File: src/rtl/mmio_uart_pkg.sv
// ---------------------------------------------------------------------------
// mmio_uart_pkg
//   Shared definitions for the memory-mapped UART transmitter: default bus
//   addresses, TX FSM state encoding and status register bit positions.
//
//   Optional feature macro: UART_PARITY_EN
//     defined   -> the PARITY state encoding is available (8E1 frames)
//     undefined -> 8N1 only, no PARITY state
// ---------------------------------------------------------------------------
package mmio_uart_pkg;

   // Default register addresses on the 24-bit CPU data bus.
   localparam logic [23:0] DEFAULT_DATA_ADDR = 24'hFFFFFE;
   localparam logic [23:0] DEFAULT_STAT_ADDR = 24'hFFFFFD;

   // TX FSM state encoding. Exposed on the debug port of the top level.
`ifdef UART_PARITY_EN
   typedef enum logic [2:0] {
      ST_IDLE   = 3'd0,
      ST_START  = 3'd1,
      ST_DATA   = 3'd2,
      ST_PARITY = 3'd3,
      ST_STOP   = 3'd4
   } tx_state_t;
`else
   typedef enum logic [2:0] {
      ST_IDLE   = 3'd0,
      ST_START  = 3'd1,
      ST_DATA   = 3'd2,
      ST_STOP   = 3'd4
   } tx_state_t;
`endif

   // Status register layout.
   localparam int STAT_FULL_BIT  = 0;
   localparam int STAT_EMPTY_BIT = 1;
   localparam int STAT_OVF_BIT   = 2;
   localparam int STAT_BUSY_BIT  = 3;
   localparam int STAT_COUNT_LSB = 8;

   // Even parity bit over one data byte: makes the total number of ones even.
   function automatic logic even_parity(input logic [7:0] b);
      return ^b;
   endfunction

endpackage

File: src/rtl/mmio_uart_tx_sync_fifo.sv
// ---------------------------------------------------------------------------
// sync_fifo
//   Single-clock show-ahead FIFO. rdata always presents the oldest entry, so
//   a pop consumes the value visible in the same cycle.
//
//   Ports
//     clk, rst    clock, synchronous active-high reset (empties the FIFO)
//     en          clock enable; nothing changes while low
//     push, wdata write request and data; ignored when full unless a pop
//                 happens in the same cycle
//     pop, rdata  read request and head-of-queue data; ignored when empty
//     full, empty occupancy flags
//     count       number of stored entries (0..DEPTH)
//
//   DEPTH must be a power of two >= 2 so the pointers wrap naturally.
// ---------------------------------------------------------------------------
module sync_fifo #(
   parameter  int WIDTH = 8,
   parameter  int DEPTH = 16,
   localparam int AW    = $clog2(DEPTH)
) (
   input  logic             clk,
   input  logic             rst,
   input  logic             en,
   input  logic             push,
   input  logic [WIDTH-1:0] wdata,
   input  logic             pop,
   output logic [WIDTH-1:0] rdata,
   output logic             full,
   output logic             empty,
   output logic [AW:0]      count
);

   logic [WIDTH-1:0] mem [DEPTH];
   logic [AW-1:0]    wr_ptr;
   logic [AW-1:0]    rd_ptr;
   logic             push_ok;
   logic             pop_ok;

   assign full  = (count == (AW+1)'(DEPTH));
   assign empty = (count == '0);
   assign rdata = mem[rd_ptr];

   // A push into a full FIFO is legal when a pop frees the slot in the
   // same cycle: the write lands in the slot the read pointer just left
   // behind only after it has been read.
   assign pop_ok  = en && pop && !empty;
   assign push_ok = en && push && (!full || pop_ok);

   always_ff @(posedge clk) begin
      if (rst) begin
         wr_ptr <= '0;
         rd_ptr <= '0;
         count  <= '0;
      end else begin
         if (push_ok) begin
            wr_ptr <= wr_ptr + 1'b1;
         end
         if (pop_ok) begin
            rd_ptr <= rd_ptr + 1'b1;
         end
         case ({push_ok, pop_ok})
            2'b10:   count <= count + 1'b1;
            2'b01:   count <= count - 1'b1;
            default: count <= count;
         endcase
      end
   end

   // Storage has no reset; validity is tracked entirely by the pointers.
   always_ff @(posedge clk) begin
      if (push_ok) begin
         mem[wr_ptr] <= wdata;
      end
   end

endmodule

File: src/rtl/mmio_uart_tx.sv
// ---------------------------------------------------------------------------
// mmio_uart_tx
//   Memory-mapped console transmitter. CPU byte writes to DATA_ADDR are
//   queued in a FIFO and sent as UART frames on o_txd. Firmware polls the
//   status register at STAT_ADDR to avoid overrunning the FIFO.
//
//   Ports
//     i_clk, i_rst  system clock, synchronous active-high reset
//     i_clk_en      global clock enable; all state holds while low
//     i_daddr       CPU data address
//     i_wdata       CPU write data, only [7:0] is used
//     i_wr, i_rd    CPU write / read strobes
//     o_rdata       registered read data (1-cycle latency, holds between reads)
//     o_txd         UART serial output, idle high, driven from a flop
//     o_busy        FIFO non-empty or frame in progress
//     o_dbg_state   current TX FSM state
//
//   Status register: [0]=full [1]=empty [2]=overflow(sticky, clear on read)
//                    [3]=busy [7:4]=0 [31:8]=FIFO fill count
//
//   Optional feature macro: UART_PARITY_EN adds an even parity bit between
//   the data bits and the stop bit (11-bit frames).
// ---------------------------------------------------------------------------
module mmio_uart_tx
   import mmio_uart_pkg::*;
#(
   parameter int                ADDR_W       = 24,
   parameter logic [ADDR_W-1:0] DATA_ADDR    = DEFAULT_DATA_ADDR,
   parameter logic [ADDR_W-1:0] STAT_ADDR    = DEFAULT_STAT_ADDR,
   parameter int                FIFO_DEPTH   = 16,
   parameter int                CLKS_PER_BIT = 868
) (
   input  logic              i_clk,
   input  logic              i_rst,
   input  logic              i_clk_en,
   input  logic [ADDR_W-1:0] i_daddr,
   input  logic [31:0]       i_wdata,
   input  logic              i_wr,
   input  logic              i_rd,
   output logic [31:0]       o_rdata,
   output logic              o_txd,
   output logic              o_busy,
   output tx_state_t         o_dbg_state
);

   localparam int                CW        = $clog2(CLKS_PER_BIT);
   localparam int                FAW       = $clog2(FIFO_DEPTH);
   localparam logic [CW-1:0]     BAUD_LOAD = CW'(CLKS_PER_BIT - 1);

   // ------------------------------------------------------------------
   // Address decode
   // ------------------------------------------------------------------
   logic data_wr;
   logic stat_rd;

   assign data_wr = i_wr && (i_daddr == DATA_ADDR);
   assign stat_rd = i_rd && (i_daddr == STAT_ADDR);

   // Upper write-data bits carry nothing for this peripheral.
   logic unused_wdata;
   assign unused_wdata = ^i_wdata[31:8];

   // ------------------------------------------------------------------
   // TX FIFO
   // ------------------------------------------------------------------
   logic [7:0]  fifo_rdata;
   logic        fifo_full;
   logic        fifo_empty;
   logic [FAW:0] fifo_count;
   logic        pop;

   sync_fifo #(
      .WIDTH (8),
      .DEPTH (FIFO_DEPTH)
   ) u_fifo (
      .clk   (i_clk),
      .rst   (i_rst),
      .en    (i_clk_en),
      .push  (data_wr),
      .wdata (i_wdata[7:0]),
      .pop   (pop),
      .rdata (fifo_rdata),
      .full  (fifo_full),
      .empty (fifo_empty),
      .count (fifo_count)
   );

   // A write is dropped only when the FIFO is full and the transmitter is
   // not taking a byte out in the same cycle.
   logic push_drop;
   assign push_drop = data_wr && fifo_full && !pop;

   // ------------------------------------------------------------------
   // TX FSM: state register / next-state logic / output logic
   // ------------------------------------------------------------------
   tx_state_t     state_q, state_n;
   logic [CW-1:0] baud_q,  baud_n;
   logic [2:0]    bit_q,   bit_n;
   logic [7:0]    byte_q,  byte_n;
   logic          txd_q,   txd_n;
   logic          bit_end;

   // The baud counter counts down; the current bit time ends when it hits 0.
   assign bit_end = (baud_q == '0);

   always_ff @(posedge i_clk) begin
      if (i_rst) begin
         state_q <= ST_IDLE;
         baud_q  <= '0;
         bit_q   <= '0;
         byte_q  <= '0;
         txd_q   <= 1'b1;
      end else if (i_clk_en) begin
         state_q <= state_n;
         baud_q  <= baud_n;
         bit_q   <= bit_n;
         byte_q  <= byte_n;
         txd_q   <= txd_n;
      end
   end

   always_comb begin
      state_n = state_q;
      baud_n  = baud_q;
      bit_n   = bit_q;
      byte_n  = byte_q;
      pop     = 1'b0;
      case (state_q)
         ST_IDLE: begin
            if (!fifo_empty) begin
               pop     = 1'b1;
               byte_n  = fifo_rdata;
               state_n = ST_START;
               baud_n  = BAUD_LOAD;
            end
         end
         ST_START: begin
            if (bit_end) begin
               state_n = ST_DATA;
               bit_n   = 3'd0;
               baud_n  = BAUD_LOAD;
            end else begin
               baud_n  = baud_q - 1'b1;
            end
         end
         ST_DATA: begin
            if (bit_end) begin
               baud_n = BAUD_LOAD;
               if (bit_q == 3'd7) begin
`ifdef UART_PARITY_EN
                  state_n = ST_PARITY;
`else
                  state_n = ST_STOP;
`endif
               end else begin
                  bit_n = bit_q + 3'd1;
               end
            end else begin
               baud_n = baud_q - 1'b1;
            end
         end
`ifdef UART_PARITY_EN
         ST_PARITY: begin
            if (bit_end) begin
               state_n = ST_STOP;
               baud_n  = BAUD_LOAD;
            end else begin
               baud_n  = baud_q - 1'b1;
            end
         end
`endif
         ST_STOP: begin
            if (bit_end) begin
               // Chain straight into the next start bit when more data is
               // queued, so consecutive frames have no idle gap.
               if (!fifo_empty) begin
                  pop     = 1'b1;
                  byte_n  = fifo_rdata;
                  state_n = ST_START;
                  baud_n  = BAUD_LOAD;
               end else begin
                  state_n = ST_IDLE;
                  baud_n  = '0;
               end
            end else begin
               baud_n = baud_q - 1'b1;
            end
         end
         default: begin
            state_n = ST_IDLE;
            baud_n  = '0;
         end
      endcase
   end

   // The line level is computed from the *next* state and registered, so
   // o_txd changes on the same edge as the state and comes from a flop.
   always_comb begin
      txd_n = 1'b1;
      case (state_n)
         ST_START:  txd_n = 1'b0;
         ST_DATA:   txd_n = byte_n[bit_n];
`ifdef UART_PARITY_EN
         ST_PARITY: txd_n = even_parity(byte_n);
`endif
         default:   txd_n = 1'b1;
      endcase
   end

   assign o_txd       = txd_q;
   assign o_busy      = !fifo_empty || (state_q != ST_IDLE);
   assign o_dbg_state = state_q;

   // ------------------------------------------------------------------
   // Overflow flag and status / read-data register
   // ------------------------------------------------------------------
   logic        ovf_q;
   logic [31:0] status;
   logic [31:0] rdata_q;

   always_comb begin
      status                                = '0;
      status[STAT_FULL_BIT]                 = fifo_full;
      status[STAT_EMPTY_BIT]                = fifo_empty;
      status[STAT_OVF_BIT]                  = ovf_q;
      status[STAT_BUSY_BIT]                 = o_busy;
      status[STAT_COUNT_LSB +: (FAW + 1)]   = fifo_count;
   end

   // A drop in the same cycle as a status read keeps the flag set, so the
   // loss is reported by the next read rather than silently cleared.
   always_ff @(posedge i_clk) begin
      if (i_rst) begin
         ovf_q <= 1'b0;
      end else if (i_clk_en) begin
         if (push_drop) begin
            ovf_q <= 1'b1;
         end else if (stat_rd) begin
            ovf_q <= 1'b0;
         end
      end
   end

   always_ff @(posedge i_clk) begin
      if (i_rst) begin
         rdata_q <= '0;
      end else if (i_clk_en && i_rd) begin
         rdata_q <= stat_rd ? status : 32'd0;
      end
   end

   assign o_rdata = rdata_q;

endmodule

File: config.mk
export PLATFORM = sky130hd
export DESIGN_NAME = mmio_uart_tx
export DESIGN_NICKNAME = d
export VERILOG_FILES = /design/src/rtl/mmio_uart_pkg.sv /design/src/rtl/mmio_uart_tx_sync_fifo.sv /design/src/rtl/mmio_uart_tx.sv
export SDC_FILE = /design/constraint.sdc
export NUM_CORES = 1
export LEC_CHECK = 0
export CORE_ASPECT_RATIO = 1.75
export CORE_UTILIZATION = 50
export CTS_CLUSTER_SIZE = 14
export DETAILED_ROUTE_END_ITERATION = 8
export PLACE_DENSITY = 0.75
export RECOVER_POWER = 100
export SYNTH_ARGS = -nofsm -noshare
export SYNTH_HDL_FRONTEND = slang
export SYNTH_HIERARCHICAL = 1
export SYNTH_SLANG_ARGS = --single-unit
File: constraint.sdc
create_clock -name i_clk -period 3.43 [get_ports i_clk]
set_clock_uncertainty 0.05 [all_clocks]
set_input_delay 0.686 -clock i_clk [delete_from_list [all_inputs] [get_ports i_clk]]
set_output_delay 0.686 -clock i_clk [all_outputs]
set_load 0.005 [all_outputs]
* Yosys cells after proc, flatten, opt, wreduce, memory -nomap -nowiden
Memory sizes are Yosys's and may differ from the RTL's. A register that Yosys moved wholly into a read port is not among the register bits.
Index checks and enable logic that the tools add are counted.
** Word-level totals
- Flip-flop bits (word level) :: 71
- Bits in writable memories :: 128
- Word-level logic and storage cells :: 86
- Input bits :: 61
- Memories :: 1
** Memory list
- u_fifo.mem :: words 16, bits a word 8, rd ports 1, clocked after memory_dff 1, write ports 1, line mmio_uart_tx_sync_fifo.sv:34 : logic [WIDTH-1:0] mem [DEPTH];
** Cells by class
- Muxes and demuxes :: 33
- $add $sub $neg :: 6
- Equal/unequal tests :: 12
- Order comparisons :: 1
- Reduce and logical (&&, ||, !) cells :: 23
** Operators by type and width (number)
- == test 24 bit (second input constant) :: 2
- two-way mux 10 bit :: 4
- case mux 10 bit (3 select lines) :: 1
- two-way mux 3 bit :: 8
- two-way mux 8 bit :: 2
- case mux 8 bit (2 select lines) :: 1
- two-way mux 13 bit :: 1
- case mux 3 bit (4 select lines) :: 1
- zero test 10 bit :: 1
- case mux 5 bit (2 select lines) :: 1
- subtractor 10 x 1 -> 10 bit (second input constant) :: 1
- logical AND 1 bit :: 9
- adder 4 x 1 -> 4 bit (second input constant) :: 2
- two-way mux 1 bit :: 8
- two-way mux 4 bit :: 2
- == test 3 x 1 -> 1 bit (second input constant) :: 2
- == test 3 x 2 -> 1 bit (second input constant) :: 2
- == test 3 bit (second input constant) :: 2
- case mux 3 bit (2 select lines) :: 1
- adder 5 x 1 -> 5 bit (second input constant) :: 1
- == test 5 bit (second input constant) :: 1
- zero test 5 bit :: 1
- subtractor 5 x 1 -> 5 bit (second input constant) :: 1
- less-than comparator 3 x 4 -> 1 bit (second input constant) :: 1
- 13 further kinds :: 19

* Logic depth before layout (Yosys ltp)
Gate-level depths: netlist (run 1).
- Depth after elaboration :: 10
- Depth in mapped cells :: 15

* By module
Netlist (run 1), hierarchy kept.
** Modules (own cells, without submodules)
- sync_fifo :: instances 1, area each 5980.7 µm², sequential area each 4184.0 µm², cells each 301
- mmio_uart_tx :: instances 1, area each 2328.5 µm², sequential area each 700.7 µm², cells each 296

* Least setup slack after synthesis (run 1)
OpenSTA, ideal clock, no wires.
- Kind :: register -> register
- From :: register u_fifo.count[0]
- To :: register u_fifo.count[4]
- Path slack :: -0.219 ns
- Stages on the path, launching flop included :: 15
- Arrival time :: 3.534 ns
- Setup time :: 0.064 ns
- Path buffers :: 1
- Cells stage by stage :: dfxtp_1 -> or4_4 -> nor2_1 -> nor3_1 -> nand4_1 -> nand2b_1 -> buf_2 -> nand2_1 -> a21o_1 -> or2_2 -> fa_1 -> nand2b_1 -> a21o_1 -> a2111o_1 -> nand4_1
** On the way
- Word-level cells in the longest chain between the ends :: 10
- Elaborated cells between the ends (all ways) :: 17
** RTL lines
- start: declaration :: line mmio_uart_tx_sync_fifo.sv:31 : output logic [AW:0] count
- start signal: assignment :: line mmio_uart_tx_sync_fifo.sv:63 : 2'b10: count <= count + 1'b1;
- start signal: assignment :: line mmio_uart_tx_sync_fifo.sv:64 : 2'b01: count <= count - 1'b1;
- start signal: assignment :: line mmio_uart_tx_sync_fifo.sv:65 : default: count <= count;
- zero test 5 bit (*) :: line mmio_uart_tx_sync_fifo.sv:41 : assign empty = (count == '0);
- net fifo_empty :: line mmio_uart_tx.sv:68 : logic fifo_empty;
- two-way mux 1 bit (*) :: line mmio_uart_tx.sv:130, mmio_uart_tx.sv:176
- two-way mux 1 bit :: line mmio_uart_tx.sv:173 : if (bit_end) begin
- case mux 1 bit (2 select lines) (*) :: line mmio_uart_tx.sv:128 : case (state_q)
- net pop :: line mmio_uart_tx.sv:70 : logic pop;
- logical AND 1 bit (*) (2 in a row) :: line mmio_uart_tx_sync_fifo.sv:47 : assign pop_ok = en && pop && !empty;
- logical OR 1 bit :: line mmio_uart_tx_sync_fifo.sv:48 : assign push_ok = en && push && (!full || pop_ok);
- logical AND 1 bit :: line mmio_uart_tx_sync_fifo.sv:48
- == test 2 x 1 -> 1 bit / == test 2 bit (equally long branches) :: line mmio_uart_tx_sync_fifo.sv:62 : case ({push_ok, pop_ok})
- case mux 5 bit (2 select lines) / nonzero test 2 bit (equally long branches)
The timed path passes the listed nets; every way through them passes the cells marked *.
A chain may end at the register's enable or synchronous reset.

* Final worst setup path (run 1)
- From :: register state_q[0] (netlist: o_dbg_state[0])
- To :: output o_busy
** On the way
- Word-level cells in the longest chain between the ends :: 2
** RTL lines
- start: declaration :: line mmio_uart_tx.sv:96 : tx_state_t state_q, state_n;
- start signal: assignment :: line mmio_uart_tx.sv:114 : state_q <= state_n;
- nonzero test 3 bit :: line mmio_uart_tx.sv:211 : assign o_busy = !fifo_empty || (state_q != ST_IDLE);
- logical OR 1 bit :: line mmio_uart_tx.sv:211
- end: declaration :: line mmio_uart_tx.sv:42 : output logic o_busy,
No other way between the ends.

==> results of run 1 <==
## tightest hold or removal path: stages (launching register included)
cell and delay [ps]:
dfxtp_1 310, nand2_1 50, a21oi_1 50
## routing by layer
metal | wire length (um) | vias up
li1 | - | 2468
met1 | 6380 | 2659
met2 | 10130 | 139
met3 | 467 | 39
met4 | 457 | 0
met5 | 0 | -
## cell families (layout without fill, tap and decap cells)
| logic type | after synthesis | count (layout) | share of synthesized area |
|---|---|---|---|
| multiplexers | 48 | 48 | 0.1292 |
| buffers and inverters | 69 | 145 | 0.04773 |
| AND/OR/NAND/NOR | 179 | 179 | 0.1170 |
| flip-flops | 180 | 180 | 0.5879 |
| other | 1 | 23 | 0.0004513 |
| adder cells (fa/ha/maj) | 17 | 17 | 0.02500 |
| AO/OA/AOI/OAI | 89 | 89 | 0.07800 |
| XOR/XNOR | 14 | 14 | 0.01476 |
## final cells by class
type	instances	area [sq um]
fill	1230	6549
sequential	180	4886
multi-input combinational	370	3126
timing repair buffer	96	860.8
clock buffer	17	425.4
tap	224	280.3
clock inverter	15	177.7
inverter	17	63.81
## how the worst min path moves through the flow
stage / start / to / slack (ps) / depth (start not counted)
2_1_floorplan: byte_q[3] / byte_q[3] / 380 / 2
3_3_place_gp: byte_q[5] / byte_q[5] / 390 / 2
3_5_place_dp: byte_q[5] / byte_q[5] / 400 / 2
4_1_cts: byte_q[5] / byte_q[5] / 400 / 2
5_1_grt: o_rdata[12] / o_rdata[12] / 420 / 2
6_report: o_rdata[1] / o_rdata[1] / 400 / 2
## state kept, by name (all words and copies together) (netlist names), named ones only
signal / flops
u_fifo/mem: 128
baud_q: 10
o_rdata: 9
byte_q: 8
u_fifo/count: 5
u_fifo/rd_ptr: 4
u_fifo/wr_ptr: 4
bit_q: 3
o_dbg_state: 3
o_txd: 1
ovf_q: 1
## what timing repair did
item,CTS,global route
setup buffers,0,1
gates resized for setup,0,5
endpoints found under the setup margin,0,1
## per-stage QoR
| step | util | TNS [ps] |
|---|---|---|
| floorplan | - | 0 |
| global placement | 0.5691 | 0 |
| global route | 0.5999 | 0 |
| detailed placement | 0.5691 | -42.98 |
| CTS | 0.6059 | 0 |
| finish | 0.5999 | 0 |
## cell usage in the layout (no fill, tap or decap), drive strengths merged, types with 23 or more instances in the layout
master,instances
edfxtp,128
mux4,40
a21oi,25
conb,23
clkdlybuf4s50,31
nand2,33
buf,30
inv,24
dfxtp,52
nor2,39
clkbuf,33
nand3,24
## report_power, final
group	switching (W)	total [W]	internal [W]
Clock	0.000939	0.00193	0.000988
Combinational	0.0000630	0.000112	0.0000492
Sequential	0.00000390	0.00233	0.00233
Total	0.00101	0.00437	0.00336
==> key figures, run 1 <==
Routing
  – DRT antenna net count: 0
  – Initial DRT Pass Iterations: 6
  – Starting DRC count in detailed routing: around 230
  – WL/cell: 18.98 um
  – Via count: between 5000 and 6000
  – Vias/cell: around 5.8
  – # DRC: 0
  – Final wirelength: 17.44 mm

Critical path
  – Stages on the worst setup path: 4
  – CP max stage delay: between 700 and 800 ps
  – Critical Path RT: 2690 ps
  – Crit-path cells: clkbuf_1 > nor2_1 > nand3_1 > clkdlybuf4s50_1
  – R2R Setup Slk: roughly 180 ps
  – R2R Path End: u_fifo/count[4]
  – Worst setup EP type: output pin
  – CP Max Fanout: 24
  – Worst R2R Path Depth: 14
  – CP top delay family: buffers and inverters
  – FF-to-FF Start: baud_q[1]
  – Worst path slowest cell: clkbuf_1
  – Critical path startpoint category: flip-flop
  – Setup CP Type: reg2out
  – Setup crit end: o_busy
  – Crit path DAT: between 2000 and 3000 ps
  – Worst path bufs/invs: 2
  – CP Launch Point: o_dbg_state[0]

Global route
  – Largest net degree at the start of global routing: 36
  – GR Layer Usage met3: 0.03638
  – GRT overflow: 0
  – Met1 Use GR: 0.2262
  – Gr busiest metal: met2
  – Gr usage total: 0.2145
  – Global Route met2 Usage: 0.4074
  – Vias in the first global route: between 5000 and 6000
  – First-pass GRT wire length: 27.99 mm
  – Initial antenna violation count: 0

Yosys
  – Number of synthesized flops with an enable pin: 128
  – Post-synth top area share: 0.4626
  – Synth cell count leaders: 128 x edfxtp_1, 52 x dfxtp_1, 39 x nor2_1
  – Synth warn: 6
  – Post-Syn Area per Cell: 13.92 sq um
  – Cell count after synthesis: approximately 600
  – Synth Register Bits: 180
  – Post-synth top flop: edfxtp_1
  – Synth Cell Area: about 8300 sq um
  – Most frequent cell after synthesis: edfxtp_1
  – Async set or reset register ratio after synthesis: 0
  – Post-synth top area cell: edfxtp_1
  – Area contributors post-synth: edfxtp_1 46%, dfxtp_1 13%, mux4_1 7.6%, mux4_2 4.3%, buf_4 2.1%
  – Sequential element share of the synthesized area: 0.5879
  – Synth unique cells: 76

Placement
  – Worst slack at placement: -42.98 ps
  – Placed Instance Area: just over 9000 sq um
  – Routability Congestion: 0.8034
  – PortBufs: 50
  – Dpl cells: roughly 900
  – Hpwl dp: 12.42 mm

Timing
  – Fmax: ~300 MHz
  – Slew Limit Fails: 0
  – Crit share post-route: 0.9672
  – Slew @ Worst Pin: 1029 ps
  – RSZ-0062 raised after global routing: false
  – Final hold vios: 0
  – Final Hold Slack: 399.4 ps
  – Final setup viols: 0
  – Setup ws final: ~110 ps
  – Slew HR: 0.3141
  – Crit path time final: 3318 ps

Layout
  – Final nets: around 760
  – Finished Cell Area: ~9800 sq um
  – Ant. Diodes: 0
  – Layout cells sized above 1: 0.1626
  – Layout Cells excl Fill: between 900 and 1000
  – Area growth from synthesis to layout: 18.18%

Floorplan
  – Die W: around 99 um
  – I/O pins: 98
  – Die height: 172.5 um
  – FP Rows: 62
  – Core box area: ~16000 sq um
  – Die area: 17160 sq um
  – Initial Util: 0.5076

Power
  – Pwr Density: around 440 nW/um^2
  – Overall Power: approximately 0.0044 W
  – Peak supply drop: between 0.4 and 0.5 mV
  – P_leak: roughly 3.4 nW

Clock network
  – # clock sinks: 180
  – Clock slew at reported path FFs: approximately 70 ps
  – Clock tree root driver cell: clkbuf_16
  – TritonCTS clock tree: built
  – # hold bufs at CTS: 0
  – CTS Buffer Depth: 2
  – H-Tree Depth: 4
  – Cts bufs inserted: 17
  – Clock latency on the worst-skew pair: roughly 440 ps

Job
  – Maxcap violations: 0

Run status
  – Status: complete, no violations

Hold path
  – Worst hold path type: reg2reg
Note: power is estimated with default switching activity, not from simulation.
==> run 2: changes to the inputs <==
--- a/config.mk
+++ b/config.mk
@@ -11,6 +11,7 @@
 export DETAILED_ROUTE_END_ITERATION = 8
 export PLACE_DENSITY = 0.75
 export RECOVER_POWER = 100
+export SLEW_MARGIN = 25
 export SYNTH_ARGS = -nofsm -noshare
 export SYNTH_HDL_FRONTEND = slang
 export SYNTH_HIERARCHICAL = 1
==> results of run 2 <==
The final DEF is identical to that of run 1; final timing and power are the same.
==> run 3: changes to the inputs <==
--- a/config.mk
+++ b/config.mk
@@ -6,10 +6,9 @@
 export NUM_CORES = 1
 export LEC_CHECK = 0
 export CORE_ASPECT_RATIO = 1.75
-export CORE_UTILIZATION = 50
+export CORE_UTILIZATION = 25
 export CTS_CLUSTER_SIZE = 14
 export DETAILED_ROUTE_END_ITERATION = 8
-export PLACE_DENSITY = 0.75
 export RECOVER_POWER = 100
 export SLEW_MARGIN = 25
 export SYNTH_ARGS = -nofsm -noshare
==> key figures, run 3 (synthesis results as in run 1) <==
Run status
  – Status: complete, no violations

Timing
  – Slew @ Worst Pin: approximately 900 ps
  – Fmax: 311.8 MHz
  – Slew HR: 0.3844
  – Final hold vios: 0
  – RSZ-0062 raised after global routing: false
  – Slew Limit Fails: 0
  – Setup ws final: approximately 220 ps
  – Crit share post-route: 0.9350
  – Crit path time final: around 3200 ps
  – Final setup viols: 0
  – Sum Neg Setup Slack: 0 ps

Power
  – Switching Power: 0.0009663 W
  – Clk pwr share: 0.451
  – Internal power: between 0.003 and 0.004 W
  – Switching part of the total: 0.2172
  – Pwr Density: ~440 nW/um^2
  – Logic pwr share: 0.025
  – Flop pwr share: 0.524
  – P_leak: 3.416 nW
  – Peak supply drop: 0.2985 mV
  – Overall Power: between 0.004 and 0.005 W

Critical path
  – Stages on the worst setup path: 14
  – R2R Setup Slk: between 200 and 250 ps
  – Worst path slowest cell: fa_1
  – Setup CP Type: reg2reg
  – Worst path bufs/invs: 2
  – Critical path startpoint category: flip-flop
  – Crit path DAT: ~3500 ps
  – Worst setup EP type: flip-flop
  – CP Max Fanout: 3
  – CP max stage delay: 430 ps
  – CP top delay family: simple AND/OR/NAND/NOR gates
  – Critical Path RT: about 3800 ps
  – Worst R2R Path Depth: 14
  – R2R Path End: u_fifo/count[4]
  – FF-to-FF Start: baud_q[1]
  – CP Launch Point: baud_q[1]
  – Crit-path cells: inv_2 > ha_4 > nor3b_4 > nand4_1 > nand2b_1 > nand2_1 > a21o_1 > or2_2 > buf_4 > fa_1 > nand2b_1 > a21o_1 > a2111o_1 > nand4_1
  – Setup crit end: u_fifo/count[4]

Layout
  – Post-layout util: 0.3107
  – Highest-count cells in the layout ignoring fill and taps: 128 x edfxtp_1, 50 x dfxtp_1, 38 x nor2_1, 36 x buf_4, 32 x nand2_1
  – Final nets: 760
  – Ant. Diodes: 0
  – Commonest non-fill, non-tap cell in the layout: edfxtp_1
  – Finished Cell Area: 10200 sq um
  – Reg with most FFs: u_fifo/mem
  – Layout cells sized above 1: 0.1743
  – # fillers: around 3300
  – Largest register FFs: roughly 130
  – Area growth from synthesis to layout: 22.71%

Placement
  – PortBufs: 50
  – Routability Congestion: 0.7736
  – Placed Instance Area: roughly 9600 sq um
  – Worst slack at placement: -181.5 ps
  – Hpwl dp: approximately 12 mm

Global route
  – Largest net degree at the start of global routing: 36
  – Gr usage total: 0.1051
  – GRT overflow: 0
  – Vias in the first global route: about 5100
  – Initial antenna violation count: 0
  – First-pass GRT wire length: roughly 27 mm

Routing
  – # DRC: 0
  – Initial DRT Pass Iterations: 4
  – Vias/cell: 4.651
  – WL/cell: about 16 um
  – Via count: between 5000 and 6000
  – Starting DRC count in detailed routing: ~340
  – Final wirelength: around 17 mm
  – DRT antenna net count: 0

Floorplan
  – Die W: ~140 um
  – Core box area: around 33000 sq um
  – Initial Util: 0.2532
  – Die height: about 240 um
  – FP Rows: 88
  – Die area: roughly 34000 sq um
  – I/O pins: between 90 and 100

Clock network
  – H-Tree Depth: 4
  – Clock latency on the worst-skew pair: roughly 430 ps
  – CTS Buffer Depth: 2
  – Clock slew at reported path FFs: around 70 ps
  – # clock sinks: 180
  – Cts bufs inserted: 17
  – Clock tree root driver cell: clkbuf_16
  – TritonCTS clock tree: built

Job
  – Maxcap violations: 0

Hold path
  – Hold Path Depth: 2
  – Worst hold path type: reg2reg
[run 3: changes by cell type in the layout (fill, tap and decap cells not counted), moves of 2 or more]
cell and change:
inv_1 -2, bufinv_16 +2, buf_4 +12, clkbuf_2 -9, clkbuf_1 -2, clkinv_4 -2, inv_2 +2, clkinv_8 -2
buf_12 +4, inv_6 +2
[run 3: final cells by class]
class                           instances  area (sq um)  area share
Timing Repair Buffer                  101         975.9     0.09572
Tap cell                              405         506.7     0.04970
Clock buffer                           17         425.4     0.04172
Sequential cell                       180          4887      0.4793
Multi-Input combinational cell        370          3148      0.3088
Inverter                               17         63.81    0.006258
Clock inverter                         15         188.9     0.01853
[run 3: worst min-delay path by stage]
stage,end,slack [ps],from
2_1_floorplan,byte_q[3],380,byte_q[3]
3_3_place_gp,byte_q[1],390,byte_q[1]
3_5_place_dp,byte_q[3],390,byte_q[3]
4_1_cts,byte_q[3],400,byte_q[3]
5_1_grt,ovf_q,430,ovf_q
6_report,o_rdata[9],400,o_rdata[9]
[run 3: tightest hold or removal path, stage by stage (launching register included)]
cell and delay, ps:
dfxtp_1 310, nand2_1 50, a21oi_1 50
[run 3: per-layer routing]
layer / track usage / vias to the layer above / wire length [um]
met2: 0.2013 / 95 / 9818
met5: 0 / - / 0
li1: - / 2472 / -
met4: 0.03523 / 0 / 188
met1: 0.1129 / 2558 / 6812
met3: 0.02071 / 14 / 530
[run 3: stage by stage]
stage	hold WS [ps]	std cells
after floorplan	381.8	619
after CTS	403.3	1104
after detailed placement	393.0	1072
after global placement	389.3	1072
after global routing	426.0	1105
final	399.5	1105
[run 3: power by group through the flow]
stage           logic, W  registers [W]  clock network (W)
5_1_grt         0.000122        0.00233            0.00214
3_5_place_dp    0.000113        0.00238                  0
6_report        0.000110        0.00233            0.00201
4_1_cts         0.000114        0.00233            0.00206
3_3_place_gp    0.000110        0.00238                  0
2_1_floorplan  0.0000592        0.00238                  0
[run 3: repair_timing]
| action | 4_1_cts | 5_1_grt |
|---|---|---|
| setup endpoints to repair | 0 | 1 |
| hold buffers | 0 | 0 |
| resized for setup | 0 | 7 |
| buffers inserted | 0 | 1 |
